--- src/rtl/ps2_keyboard_rx_if.sv ---
// CPU-side register interface of the PS/2 keyboard receiver: read/clear
// strobes from the CPU and head byte plus status flags back to it.
interface ps2_keyboard_rx_if;
   logic       kb_rd;
   logic       kb_clr;
   logic [7:0] kb_data;
   logic       kb_ready;
   logic       kb_overflow;
   logic       kb_frame_err;

   modport master (
      output kb_rd, kb_clr,
      input  kb_data, kb_ready, kb_overflow, kb_frame_err
   );

   modport slave (
      input  kb_rd, kb_clr,
      output kb_data, kb_ready, kb_overflow, kb_frame_err
   );
endinterface

--- src/rtl/ps2_keyboard_rx.sv ---
// PS/2 device-to-host frame receiver: line conditioning, 11-bit frame FSM with
// parity/stop checking and timeout abort, and a first-word-fall-through byte FIFO.
module ps2_keyboard_rx #(
   parameter int FILTER     = 8,
   parameter int TIMEOUT    = 12500,
   parameter int DEPTH_LOG2 = 3
) (
   input  logic             clock,
   input  logic             reset,
   input  logic             ps2_clk,
   input  logic             ps2_dat,
   ps2_keyboard_rx_if.slave bus
);

   localparam int FW    = (FILTER > 1) ? $clog2(FILTER) : 1;
   localparam int TW    = $clog2(TIMEOUT + 1);
   localparam int CW    = DEPTH_LOG2 + 1;
   localparam int DEPTH = 1 << DEPTH_LOG2;
   localparam logic [FW-1:0] FILT_MAX = FW'(FILTER - 1);
   localparam logic [TW-1:0] TO_MAX   = TW'(TIMEOUT - 1);
   localparam logic [CW-1:0] CNT_FULL = CW'(DEPTH);

   typedef enum logic [1:0] {IDLE, DATA, PARITY, STOP} state_t;

   function automatic logic odd_parity_ok(input logic [7:0] d, input logic p);
      return ^{d, p};
   endfunction

   logic          clk_sync_p0, clk_sync_p1;
   logic          dat_sync_p0, dat_sync_p1;
   logic          clk_filt;
   logic [FW-1:0] filt_cnt;
   logic          fall_p2;

   state_t        state_q, state_d;
   logic [7:0]    shift_q, shift_d;
   logic [2:0]    bitcnt_q, bitcnt_d;
   logic          ok_q, ok_d;
   logic [TW-1:0] to_cnt_q;
   logic          timeout_hit;
   logic          push, ferr_set;

   logic [7:0]            mem [DEPTH];
   logic [DEPTH_LOG2-1:0] wr_ptr, rd_ptr;
   logic [CW-1:0]         count_q;
   logic                  pop, full, push_ok, ovf_set;

   // ---- stage p0/p1: two-flop synchronisers ----
   always_ff @(posedge clock or posedge reset) begin
      if (reset) begin
         clk_sync_p0 <= 1'b1;
         clk_sync_p1 <= 1'b1;
         dat_sync_p0 <= 1'b1;
         dat_sync_p1 <= 1'b1;
      end else begin
         clk_sync_p0 <= ps2_clk;
         clk_sync_p1 <= clk_sync_p0;
         dat_sync_p0 <= ps2_dat;
         dat_sync_p1 <= dat_sync_p0;
      end
   end

   // ---- stage p2: glitch filter; fall_p2 is high in the first cycle the filtered clock reads 0 ----
   always_ff @(posedge clock or posedge reset) begin
      if (reset) begin
         clk_filt <= 1'b1;
         filt_cnt <= '0;
         fall_p2  <= 1'b0;
      end else begin
         fall_p2 <= 1'b0;
         if (clk_sync_p1 != clk_filt) begin
            if (filt_cnt == FILT_MAX) begin
               clk_filt <= clk_sync_p1;
               filt_cnt <= '0;
               fall_p2  <= clk_filt;
            end else begin
               filt_cnt <= filt_cnt + FW'(1);
            end
         end else begin
            filt_cnt <= '0;
         end
      end
   end

   assign timeout_hit = (state_q != IDLE) && !fall_p2 && (to_cnt_q == TO_MAX);

   always_ff @(posedge clock or posedge reset) begin
      if (reset) begin
         state_q  <= IDLE;
         shift_q  <= '0;
         bitcnt_q <= '0;
         ok_q     <= 1'b0;
         to_cnt_q <= '0;
      end else begin
         state_q  <= state_d;
         shift_q  <= shift_d;
         bitcnt_q <= bitcnt_d;
         ok_q     <= ok_d;
         if (state_q == IDLE || fall_p2)
            to_cnt_q <= '0;
         else
            to_cnt_q <= to_cnt_q + TW'(1);
      end
   end

   always_comb begin
      state_d  = state_q;
      shift_d  = shift_q;
      bitcnt_d = bitcnt_q;
      ok_d     = ok_q;
      push     = 1'b0;
      ferr_set = 1'b0;
      if (fall_p2) begin
         unique case (state_q)
            IDLE: begin
               if (!dat_sync_p1) begin
                  state_d  = DATA;
                  bitcnt_d = '0;
               end else begin
                  ferr_set = 1'b1;
               end
            end
            DATA: begin
               shift_d  = {dat_sync_p1, shift_q[7:1]};
               bitcnt_d = bitcnt_q + 3'd1;
               if (bitcnt_q == 3'd7) state_d = PARITY;
            end
            PARITY: begin
               ok_d    = odd_parity_ok(shift_q, dat_sync_p1);
               state_d = STOP;
            end
            STOP: begin
               if (dat_sync_p1 && ok_q) push = 1'b1;
               else                     ferr_set = 1'b1;
               state_d = IDLE;
            end
            default: state_d = IDLE;
         endcase
      end else if (timeout_hit) begin
         state_d  = IDLE;
         ferr_set = 1'b1;
      end
   end

   // ---- FIFO: a pop in the same cycle frees the slot for a push into a full FIFO ----
   assign pop     = bus.kb_rd && (count_q != '0);
   assign full    = (count_q == CNT_FULL);
   assign push_ok = push && (!full || pop);
   assign ovf_set = push && full && !pop;

   always_ff @(posedge clock) begin
      if (push_ok) mem[wr_ptr] <= shift_q;
   end

   always_ff @(posedge clock or posedge reset) begin
      if (reset) begin
         wr_ptr  <= '0;
         rd_ptr  <= '0;
         count_q <= '0;
      end else begin
         if (push_ok) wr_ptr <= wr_ptr + DEPTH_LOG2'(1);
         if (pop)     rd_ptr <= rd_ptr + DEPTH_LOG2'(1);
         case ({push_ok, pop})
            2'b10:   count_q <= count_q + CW'(1);
            2'b01:   count_q <= count_q - CW'(1);
            default: count_q <= count_q;
         endcase
      end
   end

   always_ff @(posedge clock or posedge reset) begin
      if (reset) begin
         bus.kb_overflow  <= 1'b0;
         bus.kb_frame_err <= 1'b0;
      end else begin
         if (ovf_set)         bus.kb_overflow <= 1'b1;
         else if (bus.kb_clr) bus.kb_overflow <= 1'b0;
         if (ferr_set)        bus.kb_frame_err <= 1'b1;
         else if (bus.kb_clr) bus.kb_frame_err <= 1'b0;
      end
   end

   assign bus.kb_ready = (count_q != '0);
   assign bus.kb_data  = (count_q != '0) ? mem[rd_ptr] : 8'h00;

endmodule

--- src/flat_wrapper.sv ---
// flat-port wrapper written by rule: the top's interface ports become plain ports
module ps2_keyboard_rx_flat 
#(
   parameter int FILTER     = 8,
   parameter int TIMEOUT    = 12500,
   parameter int DEPTH_LOG2 = 3
)
  (clock, reset, ps2_clk, ps2_dat, bus_kb_rd, bus_kb_clr, bus_kb_data, bus_kb_ready, bus_kb_overflow, bus_kb_frame_err);
  ps2_keyboard_rx_if bus_i ();
  input  logic clock;
  input  logic reset;
  input  logic ps2_clk;
  input  logic ps2_dat;
  input wire logic [$bits(bus_i.kb_rd)-1:0] bus_kb_rd;
  input wire logic [$bits(bus_i.kb_clr)-1:0] bus_kb_clr;
  output wire logic [$bits(bus_i.kb_data)-1:0] bus_kb_data;
  output wire logic [$bits(bus_i.kb_ready)-1:0] bus_kb_ready;
  output wire logic [$bits(bus_i.kb_overflow)-1:0] bus_kb_overflow;
  output wire logic [$bits(bus_i.kb_frame_err)-1:0] bus_kb_frame_err;
  assign bus_i.kb_rd = bus_kb_rd;
  assign bus_i.kb_clr = bus_kb_clr;
  assign bus_kb_data = bus_i.kb_data;
  assign bus_kb_ready = bus_i.kb_ready;
  assign bus_kb_overflow = bus_i.kb_overflow;
  assign bus_kb_frame_err = bus_i.kb_frame_err;
  ps2_keyboard_rx #(.FILTER(FILTER), .TIMEOUT(TIMEOUT), .DEPTH_LOG2(DEPTH_LOG2)) u_core (.clock(clock), .reset(reset), .ps2_clk(ps2_clk), .ps2_dat(ps2_dat), .bus(bus_i));
endmodule
--- config.mk ---
export PLATFORM = sky130hd
export DESIGN_NAME = ps2_keyboard_rx_flat
export DESIGN_NICKNAME = d
export VERILOG_FILES = /design/src/rtl/ps2_keyboard_rx_if.sv /design/src/rtl/ps2_keyboard_rx.sv /design/src/flat_wrapper.sv
export SDC_FILE = /design/constraint.sdc
export NUM_CORES = 1
export LEC_CHECK = 0
export CORE_MARGIN = 2
export CORE_UTILIZATION = 45
export DETAILED_ROUTE_END_ITERATION = 12
export DONT_BUFFER_PORTS = 1
export GPL_TIMING_DRIVEN = 0
export PLACE_DENSITY = 0.68
export SYNTH_ARGS = -nofsm -noshare
export SYNTH_HDL_FRONTEND = slang
export SYNTH_SLANG_ARGS = --single-unit
--- constraint.sdc ---
create_clock -name clock -period 2.7 [get_ports clock]
set_input_delay 0.54 -clock clock [delete_from_list [all_inputs] [get_ports clock]]
set_output_delay 0.54 -clock clock [all_outputs]
set_load 0.01 [all_outputs]
# Word level (Yosys, flattened, before mapping)
# Memory sizes are Yosys's and may differ from the RTL's.
# Cells that the tools add are included.
# Widths: inputs -> output; s select.
# totals
word_cells,91
in_bits,6
regBits,49
out_inout_bits,11
mem_bits_rw,64
memories,1
# memory_table
memory,words,word_bits,rd,rd_ports_with_merged_regs,wr,line,source
u_core.mem,8,8,1,0,1,ps2_keyboard_rx.sv:43,logic [7:0] mem [DEPTH];
# op_classes
mux,27
eq_ne,13
reduce_logical,26
addsub,7
# ops
operator,n
$add 14x1->14 const B,1
$eq 14x14->1 const B,1
$mux 1,14
$mux 14,1
$add 3x1->3 const B,4
$reduce_bool 2->1,6
$mux 3,3
$reduce_xor 9->1,1
$mux 2,4
$mux 8,1
$pmux 2 s4,1
$pmux 4 s2,1
$logic_and 1x1->1,7
$eq 2x2->1 const B,3
$eq 3x3->1 const B,2
$ne 3x3->1 const B,2
$pmux 3 s2,1
$reduce_and 2->1,3
$reduce_and 3->1,2
$add 4x1->4 const B,1
$eq 2x1->1 const B,2
$eq 4x4->1 const B,1
$reduce_bool 4->1,1
$sub 4x1->4 const B,1
6 further kinds,9

# Logic depth before layout (Yosys ltp)
# Gate-level depths: netlist of run 1.
# logic_depth
word_depth,7
ltp_mapped,11
mapped_depth_nobuf,11

# Worst setup path before layout of run 1
# Ideal clock, no wire load.
# synth_timing
path_type,register to register
from,register u_core.count_q[1]
to,register u_core.count_q[2]
required_ns,2.571
period_less_slack_ns,2.383
setup_time_ns,0.129
t_arrival_ns,2.255
path_buffers,1
path_stages_with_launch,12
setup_slack_ns,0.317
path_cell_list,dfrtp_1 clkbuf_1 nor3_1 a31oi_1 inv_1 ha_1 xor2_1 ha_1 a21oi_1 xor2_1 nor2_1 xor2_1
# synth_via
elab_chain_cells,6
elab_cells_between_ends,12
cone_classes,add/sub: 2; eq/ne: 3; mux: 1; reduce/logical: 6
# synth_rtl
element,line,source
"start, declared",ps2_keyboard_rx.sv:45,logic [CW-1:0] count_q;
"start signal, assigned",ps2_keyboard_rx.sv:164,2'b10: count_q <= count_q + CW'(1);
"start signal, assigned",ps2_keyboard_rx.sv:165,2'b01: count_q <= count_q - CW'(1);
"start signal, assigned",ps2_keyboard_rx.sv:166,default: count_q <= count_q;
$eq 4x4->1 or $reduce_bool 4->1 (tied branches),"ps2_keyboard_rx.sv:147, ps2_keyboard_rx.sv:146",
$logic_not 1->1 or $logic_and 1x1->1 (tied branches),"ps2_keyboard_rx.sv:148, ps2_keyboard_rx.sv:146",
$logic_or 1x1->1,ps2_keyboard_rx.sv:148,assign push_ok = push && (!full || pop);
$logic_and 1x1->1,ps2_keyboard_rx.sv:148,
$eq 2x1->1 or $eq 2x2->1 (tied branches),ps2_keyboard_rx.sv:163,"case ({push_ok, pop})"
$pmux 4 s2 or $reduce_bool 2->1 (tied branches),-,
# Parallel ways exist; a longest one is shown, timed or not.
# A chain may end at the register's enable or synchronous reset.

# Worst setup path after layout of run 1
# layout_timing
from,register u_core.rd_ptr[0]
to,output port bus_kb_data[6]
# layout_via
elab_chain_cells,2
# layout_rtl
element,line,source
"start, declared",ps2_keyboard_rx.sv:44,"logic [DEPTH_LOG2-1:0] wr_ptr, rd_ptr;"
"start signal, assigned",ps2_keyboard_rx.sv:162,if (pop) rd_ptr <= rd_ptr + DEPTH_LOG2'(1);
$mem_v2 8x8,-,
$mux 8,ps2_keyboard_rx.sv:184,assign bus.kb_data = (count_q != '0) ? mem[rd_ptr] : 8'h00;
"end, declared",flat_wrapper.sv:16,output wire logic [$bits(bus_i.kb_data)-1:0] bus_kb_data;
# No other way between the ends.

==> out/metrics.yaml, run 1 <==
global_route:
  grt_max_degree: 27
  antenna_found_initial: 0
  grt_pass1_wl_um: 13500
  grt_pass1_vias: 2656
  grt_overflow: 0
  grt_usage_pct: 15.9
route:
  vias: 2576
  drc: 0
  drt_wl_total_um: 8110
  drtIter0Drc: 156
  ant_nets: 0
  viasPerCell: 5.31
  drtPass1Iterations: 4
  post_drt_wl_per_cell_um: 16.7
floorplan:
  initial_core_util_pct: 46.6
  die_y_um: 108
  dieArea_um2: 11600
  pin_count: 17
  rows: 37
  core_area_um2: 10400
  die_w_um: 108
timing:
  worst_pin_slew_ps: 801
  rsz0062_at_grt: "no"
  max_clock_freq_ghz: 0.388
  skew_ps: 7.05
  layout_setup_ws_ps: 123
  finalMaxSlewViolations: 0
  hold_violations: 0
  setup-tns-final_ps: 0
  post-route-period-util_pct: 95.4
  slew-limit-headroom_pct: 46.4
  min_period_ps: 2580
  setup_viol: 0
cells_and_area:
  antenna_cells: 0
  drive_above_1_share_pct: 23.5
  final_nets: 356
  final_cell_mix: "64 x edfxtp_1, 43 x dfrtp_1, 29 x nor2_1, 16 x mux4_2, 16 x clkbuf_16"
  n_fill_cell: 831
  final_common_cell: "edfxtp_1"
  utilization_pct: 54.6
  area_growth_syn_to_layout_pct: 17.3
synthesis:
  yosysWarnings: 0
  ys.flop_type: "edfxtp_1"
  synth_edf_count: 64
  synthXorXnorAreaFrac_pct: 5.16
  synthAdderAreaFrac_pct: 3.61
  synth_top_family_by_area: "multiplexers"
  synth_seq_cells: 113
  yosys.area_share.simple_pct: 9.44
  syn-mean-instance-area_um2: 15.4
  netlist_area_um2: 4850
  synth.distinct_cells: 46
  yosysTopAreaCell: "edfxtp_1"
  muxShareOfSynthArea_pct: 12.3
  postSynthCellCount: 314
  syn_nets: 334
  synthTopCellsByArea: "edfxtp_1 40%, dfrtp_1 23%, mux4_2 7.4%"
  async_flop_share_pct: 43.4
  synth_seq_area_share_pct: 65.0
  synth_top_area_share_pct: 39.6
  synth_compound_area_share_pct: 2.89
clock_tree:
  insertion_delay_ps: 510
  clkTransAtPathRegs_ps: 60
  tritoncts: "yes"
  cts_max_level: 4
  cts_buffers: 17
  root_buffer: "clkbuf_8"
  clock-sinks: 113
  clock_path_buffers: 2
setup_path:
  critical_path_class: "reg2out"
  worstSetupStartpointType: "flip-flop"
  worst_ep_arrival_time_ps: 2040
  reg2reg_from: "u_core.dat_sync_p1"
  reg2reg_slack_ps: 170
  worstPathMaxFanout: 10
  worstRegToRegCells: 10
  critPathLaunch: "u_core.rd_ptr[0]"
  crit_required_ps: 2160
  end_kind: "primary output"
placed_design:
  port_buffers: 0
  place_worst_setup_slack_ps: -203
  dp_hpwl_um: 5340
  gp_congestion: 0.729
power_and_ir_drop:
  p_leak_nw: 2.17
  ir_drop_mv: 0.449
  power.density_nw_per_um2: 891
min_path:
  hp-class: "in2reg"
  hp-start: "bus_kb_clr"
  hold_depth: 2
outcome:
  outcome: "finished clean"
flow_run:
  cap_viol_max_count: 0
critical path: stages, from the launching register on:
cell     delay (ps)
dfrtp_1         360
buf_6           180
buf_8           180
mux4_2          520
mux2i_1         180
nor2_1          100
metrics by stage:
step	power, mW	hold WS (ps)	std cells	area (um2)
final	5.07	230	485	5690
after global routing	5.31	229	485	5690
after CTS	5.11	4.84	484	5650
after detailed placement	2.96	347	451	5040
after global placement	2.94	346	450	5020
after floorplan	2.78	345	314	4850
flip-flops by register name (all words and copies together), names as in the netlist, 2 cells and up:
register	count
u_core.bitcnt_q	3
u_core.count_q	4
u_core.filt_cnt	3
u_core.mem	64
u_core.rd_ptr	3
u_core.shift_q	8
u_core.state_q	2
u_core.to_cnt_q	14
u_core.wr_ptr	3
cell families after synthesis:
group / count (synthesis)
flops: 113
simple gates: 83
mux: 38
xor+xnor: 27
compound gates: 21
buf+inv: 18
fa+ha+maj: 14
metal layers:
metal	GRT usage [%]	vias to the layer above	wire length, um
met5	0	-	0
met4	6.87	0	103
li1	-	1214	-
met3	4.60	10	267
met2	24.7	40	4030
met1	21.0	1312	3720
worst paths after layout:
path / to
hold / removal: u_core.bus.kb_overflow
setup / recovery: bus_kb_data[6]
max in group asynchronous: u_core.rd_ptr[1]
min in group asynchronous: u_core.to_cnt_q[6]
setup reg to reg: u_core.count_q[2]
hold reg to reg: u_core.clk_sync_p1
repair_timing:
action / 4_1_cts / 5_1_grt
pin swaps: 1 / 0
hold endpoints to repair: 18 / 2
buffers inserted: 1 / 0
endpoints found under the setup margin: 25 / 58
hold buffers: 1 / 2
gates resized for setup: 6 / 5
layout make-up:
class / count / area (um2) / share of cell area (%)
plain buffers: 7 / 53.8 / 0.946
clock buffers: 17 / 414 / 7.28
clock inverters: 15 / 160 / 2.82
inverters: 9 / 33.8 / 0.594
multi-input cells: 183 / 1640 / 28.9
flip-flops and latches: 113 / 3160 / 55.5
well taps: 136 / 170 / 2.99
repair buffers: 5 / 57.6 / 1.01
Yosys cell counts (2+ instances only):
cell type,n
a21oi_1,5
a32o_1,2
and2_1,3
and3_1,3
and3b_1,2
buf_1,2
buf_2,2
clkbuf_1,4
dfrtp_1,44
dfstp_2,5
edfxtp_1,64
ha_1,14
inv_1,9
mux2_2,12
mux2i_1,10
mux4_2,16
nand2_1,13
nand2b_1,3
nand3_1,6
nand4_1,5
nor2_1,29
nor3_1,5
nor3b_1,2
nor4_4,2
o21ai_0,5
o21ai_1,3
xnor2_1,12
xor2_1,14
power breakdown:
part	switching, mW	leakage [nW]	total, mW	internal [mW]
Clock	0.794	0.269	2.11	1.32
Combinational	0.443	0.665	0.930	0.487
Sequential	0.122	1.24	2.03	1.90
No activity file was read; power rests on OpenSTA's default activity.
==> inputs of run 2 (changes only) <==
--- a/config.mk
+++ b/config.mk
@@ -5,6 +5,7 @@
 export SDC_FILE = /design/constraint.sdc
 export NUM_CORES = 1
 export LEC_CHECK = 0
+export ABC_AREA = 1
 export CORE_MARGIN = 2
 export CORE_UTILIZATION = 45
 export DETAILED_ROUTE_END_ITERATION = 12
==> constraint.sdc (replaced) <==
create_clock -name clock -period 2.7 [get_ports clock]
set_input_delay 0.54 -clock clock [delete_from_list [all_inputs] [get_ports clock]]
set_output_delay 0.54 -clock clock [all_outputs]
set_load 0.1 [all_outputs]
==> run 2 against run 1 <==
Against the previous run: clock power rose by 12%; cell count increased by 38%; first-iteration DRC count grew 59%; via count increased by 35%; clock-buffer cell count is 1 higher; die area is 5.2% higher; critical path depth grew 1; combinational power decreased by 92%; global-route usage grew 2.2 points; worst hold slack got worse by 180 ps.
==> out/metrics.yaml, run 2 <==
clock_tree:
  insertion_delay_ps: 410  # -100 ps
  clkTransAtPathRegs_ps: 60  # about the same
  cts_hold_buf: 0  # -1
  root_buffer: "clkbuf_16"
  cts_buffers: 17  # unchanged
  clock_path_buffers: 2  # unchanged
  tritoncts: "yes"
  clock-sinks: 113  # unchanged
  cts_max_level: 4  # unchanged
cells_and_area:
  final_common_cell: "nand2_1"
  area_growth_syn_to_layout_pct: 18.9
  post-route-cell-area_um2: 6080  # +6.8%
  largest_register_ffs: 64  # unchanged
  multi_input_area_um2: 1820  # +11%
  drive_above_1_share_pct: 17.4  # -6.1 points
  final_cell_mix: "81 x nand2_1, 78 x nor2_1, 64 x edfxtp_1, 43 x o21ai_0, 43 x dfrtp_1"
  largest-register: "u_core.mem"
  antenna_cells: 0  # unchanged
  largestRegisters: "u_core.mem: 64 flops, u_core.to_cnt_q: 14 flops, u_core.shift_q: 8 flops"
  final_nets: 536  # +51%
  regArea_um2: 3160  # unchanged
  utilization_pct: 55.3  # +0.72 points
  n_fill_cell: 912  # +9.7%
setup_path:
  cp_slowest_cell: "nor2_4"
  end_kind: "primary output"
  worstPathCellList: "buf_6, buf_4, o21ai_0, o21ai_1, o21ai_1, nor2_4"
  worstPathMaxFanout: 10  # unchanged
  crit_path_max_incr_delay_ps: 540  # +20 ps
  critical_path.top_delay_family: "simple AND/OR/NAND/NOR gates"
  crit_required_ps: 2160  # about the same
  worstSetupStartpointType: "flip-flop"
  reg2reg_from: "u_core.count_q[1]"
  worstReg2RegEnd: "u_core.count_q[2]"
  critical_path_class: "reg2out"
  cp_common_cell: "o21ai_1"
  critPathBufInv: 2  # unchanged
  reg2reg_slack_ps: 210  # +40 ps
  worst_ep_arrival_time_ps: 2090  # +50 ps
  worstRegToRegCells: 10  # unchanged
route:
  viasPerCell: 5.19  # -2.3%
  drt_wl_total_um: 10400  # +28%
  drc: 0  # unchanged
  ant_nets: 0  # unchanged
  drtPass1Iterations: 5  # +1
  drtIter0Drc: 248  # +59%
  post_drt_wl_per_cell_um: 15.5  # -7.3%
  vias: 3473  # +35%
global_route:
  grt_overflow: 0  # unchanged
  antenna_found_initial: 0  # unchanged
  grt_max_degree: 28  # +3.7%
  grt_usage_pct: 18.1  # +2.2 points
  grt_pass1_wl_um: 17300  # +27%
  grt_pass1_vias: 3547  # +34%
synthesis:
  synthTopCellsByArea: "edfxtp_1 38%, dfrtp_1 22%, nor2_1 6.3%"
  syn_nets: 515  # +54%
  synth_common_cells: "86 x nor2_1, 81 x nand2_1, 64 x edfxtp_1, 53 x o21ai_0, 44 x dfrtp_1"
  synth.distinct_cells: 35  # -24%
  synth_edf_count: 64  # unchanged
  async_flop_share_pct: 43.4  # unchanged
  ys.flop_type: "edfxtp_1"
  postSynthCellCount: 495  # +58%
  synth_seq_cells: 113  # unchanged
  synth_top_area_share_pct: 37.6  # -2.0 points
  yosysTopAreaCell: "edfxtp_1"
  syn-mean-instance-area_um2: 10.3  # -33%
  netlist_area_um2: 5110  # +5.4%
  synth.most_common_cell: "nor2_1"
  synth_seq_area_share_pct: 61.7  # -3.3 points
  yosysWarnings: 0  # unchanged
placed_design:
  port_buffers: 0  # unchanged
  dpl_cell_area_um2: 5330  # +5.7%
  gp_congestion: 0.856  # +17%
  dp_hpwl_um: 6850  # +28%
floorplan:
  die_y_um: 111  # +2.6%
  dieArea_um2: 12200  # +5.2%
  rows: 38  # +2.7%
  die_w_um: 111  # +2.6%
  pin_count: 17  # unchanged
  core_area_um2: 11000  # +5.4%
  initial_core_util_pct: 46.6  # about the same
timing:
  post-route-period-util_pct: 97.2  # +1.8 points
  hold_violations: 0  # unchanged
  max_clock_freq_ghz: 0.381  # -1.8%
  min_period_ps: 2630  # +48.6 ps
  setup-tns-final_ps: 0  # unchanged
  slew-limit-headroom_pct: 36.9  # -9.5 points
  setup_viol: 0  # unchanged
  finalMaxSlewViolations: 0  # unchanged
  worst_pin_slew_ps: 946  # +146 ps
  hold_slack_ps: 51.9  # -178 ps
  skew_ps: 13.0  # +5.96 ps
outcome:
  outcome: "finished clean"
power_and_ir_drop:
  ir_drop_mv: 0.566  # +26%
  power.density_nw_per_um2: 707  # -21%
  p_leak_nw: 2.57  # +19%
min_path:
  hp-class: "in2async"
flow_run:
  cap_viol_max_count: 0  # unchanged
run 2: what timing repair did:
item                                    CTS  global route
pin swaps                                10             3
gates resized for setup                  25            15
buffers inserted                          0             1
endpoints found under the setup margin    9            16
run 2: worst max path at each step:
stage | from | to | slack, ps | cells past startpoint
final | u_core.rd_ptr[0] | bus_kb_data[3] | 70 | 6
after global routing | u_core.rd_ptr[0] | bus_kb_data[5] | -1 | 8
after CTS | u_core.rd_ptr[0] | bus_kb_data[7] | -8 | 7
after detailed placement | u_core.count_q[1] | u_core.count_q[2] | -80 | 10
after global placement | u_core.count_q[2] | bus_kb_data[3] | -3 | 4
after floorplan | u_core.count_q[1] | bus_kb_data[0] | 190 | 4
run 2: logic make-up after synthesis:
group                      Yosys count  synth area share [%]
and+or+nand+nor                    218                  18.9
DFF                                113                  61.7
AOI/OAI and AO/OA                   73                  7.46
buffers and inverters               55                  4.43
adders and majority gates           14                  3.43
xor gates and xnor gates            11                  1.88
muxes                               11                  2.20
run 2: where the power goes:
| group | switching [mW] | internal [mW] |
|---|---|---|
| sequential | 0.0157 | 1.85 |
| combinational | 0.0434 | 0.0296 |
| clock | 0.805 | 1.56 |
run 2: area by class of cell:
class	instances	area share (%)
Sequential cell	113	51.9
Multi-Input combinational cell	327	30.0
Clock buffer	18	7.06
Clock inverter	14	3.36
Tap cell	140	2.88
Inverter	42	2.63
Buffer	13	1.75
Timing Repair Buffer	2	0.453
run 2: per-layer routing:
| metal | global-route usage (%) | up-vias | routed length (um) |
|---|---|---|---|
| met5 | 0 | - | 0 |
| met4 | 7.50 | 0 | 188 |
| met3 | 4.50 | 17 | 465 |
| met2 | 30.6 | 91 | 5230 |
| met1 | 22.3 | 1653 | 4480 |
| li1 | - | 1712 | - |
run 2: stage by stage:
step / power, mW / instances / worst slack, ps
floorplan: 1.95 / 495 / 193
global placement: 1.96 / 635 / -3.49
detailed placement: 1.97 / 636 / -75.6
CTS: 4.32 / 668 / -7.52
global route: 4.43 / 669 / -1.00
finish: 4.30 / 669 / 74.4
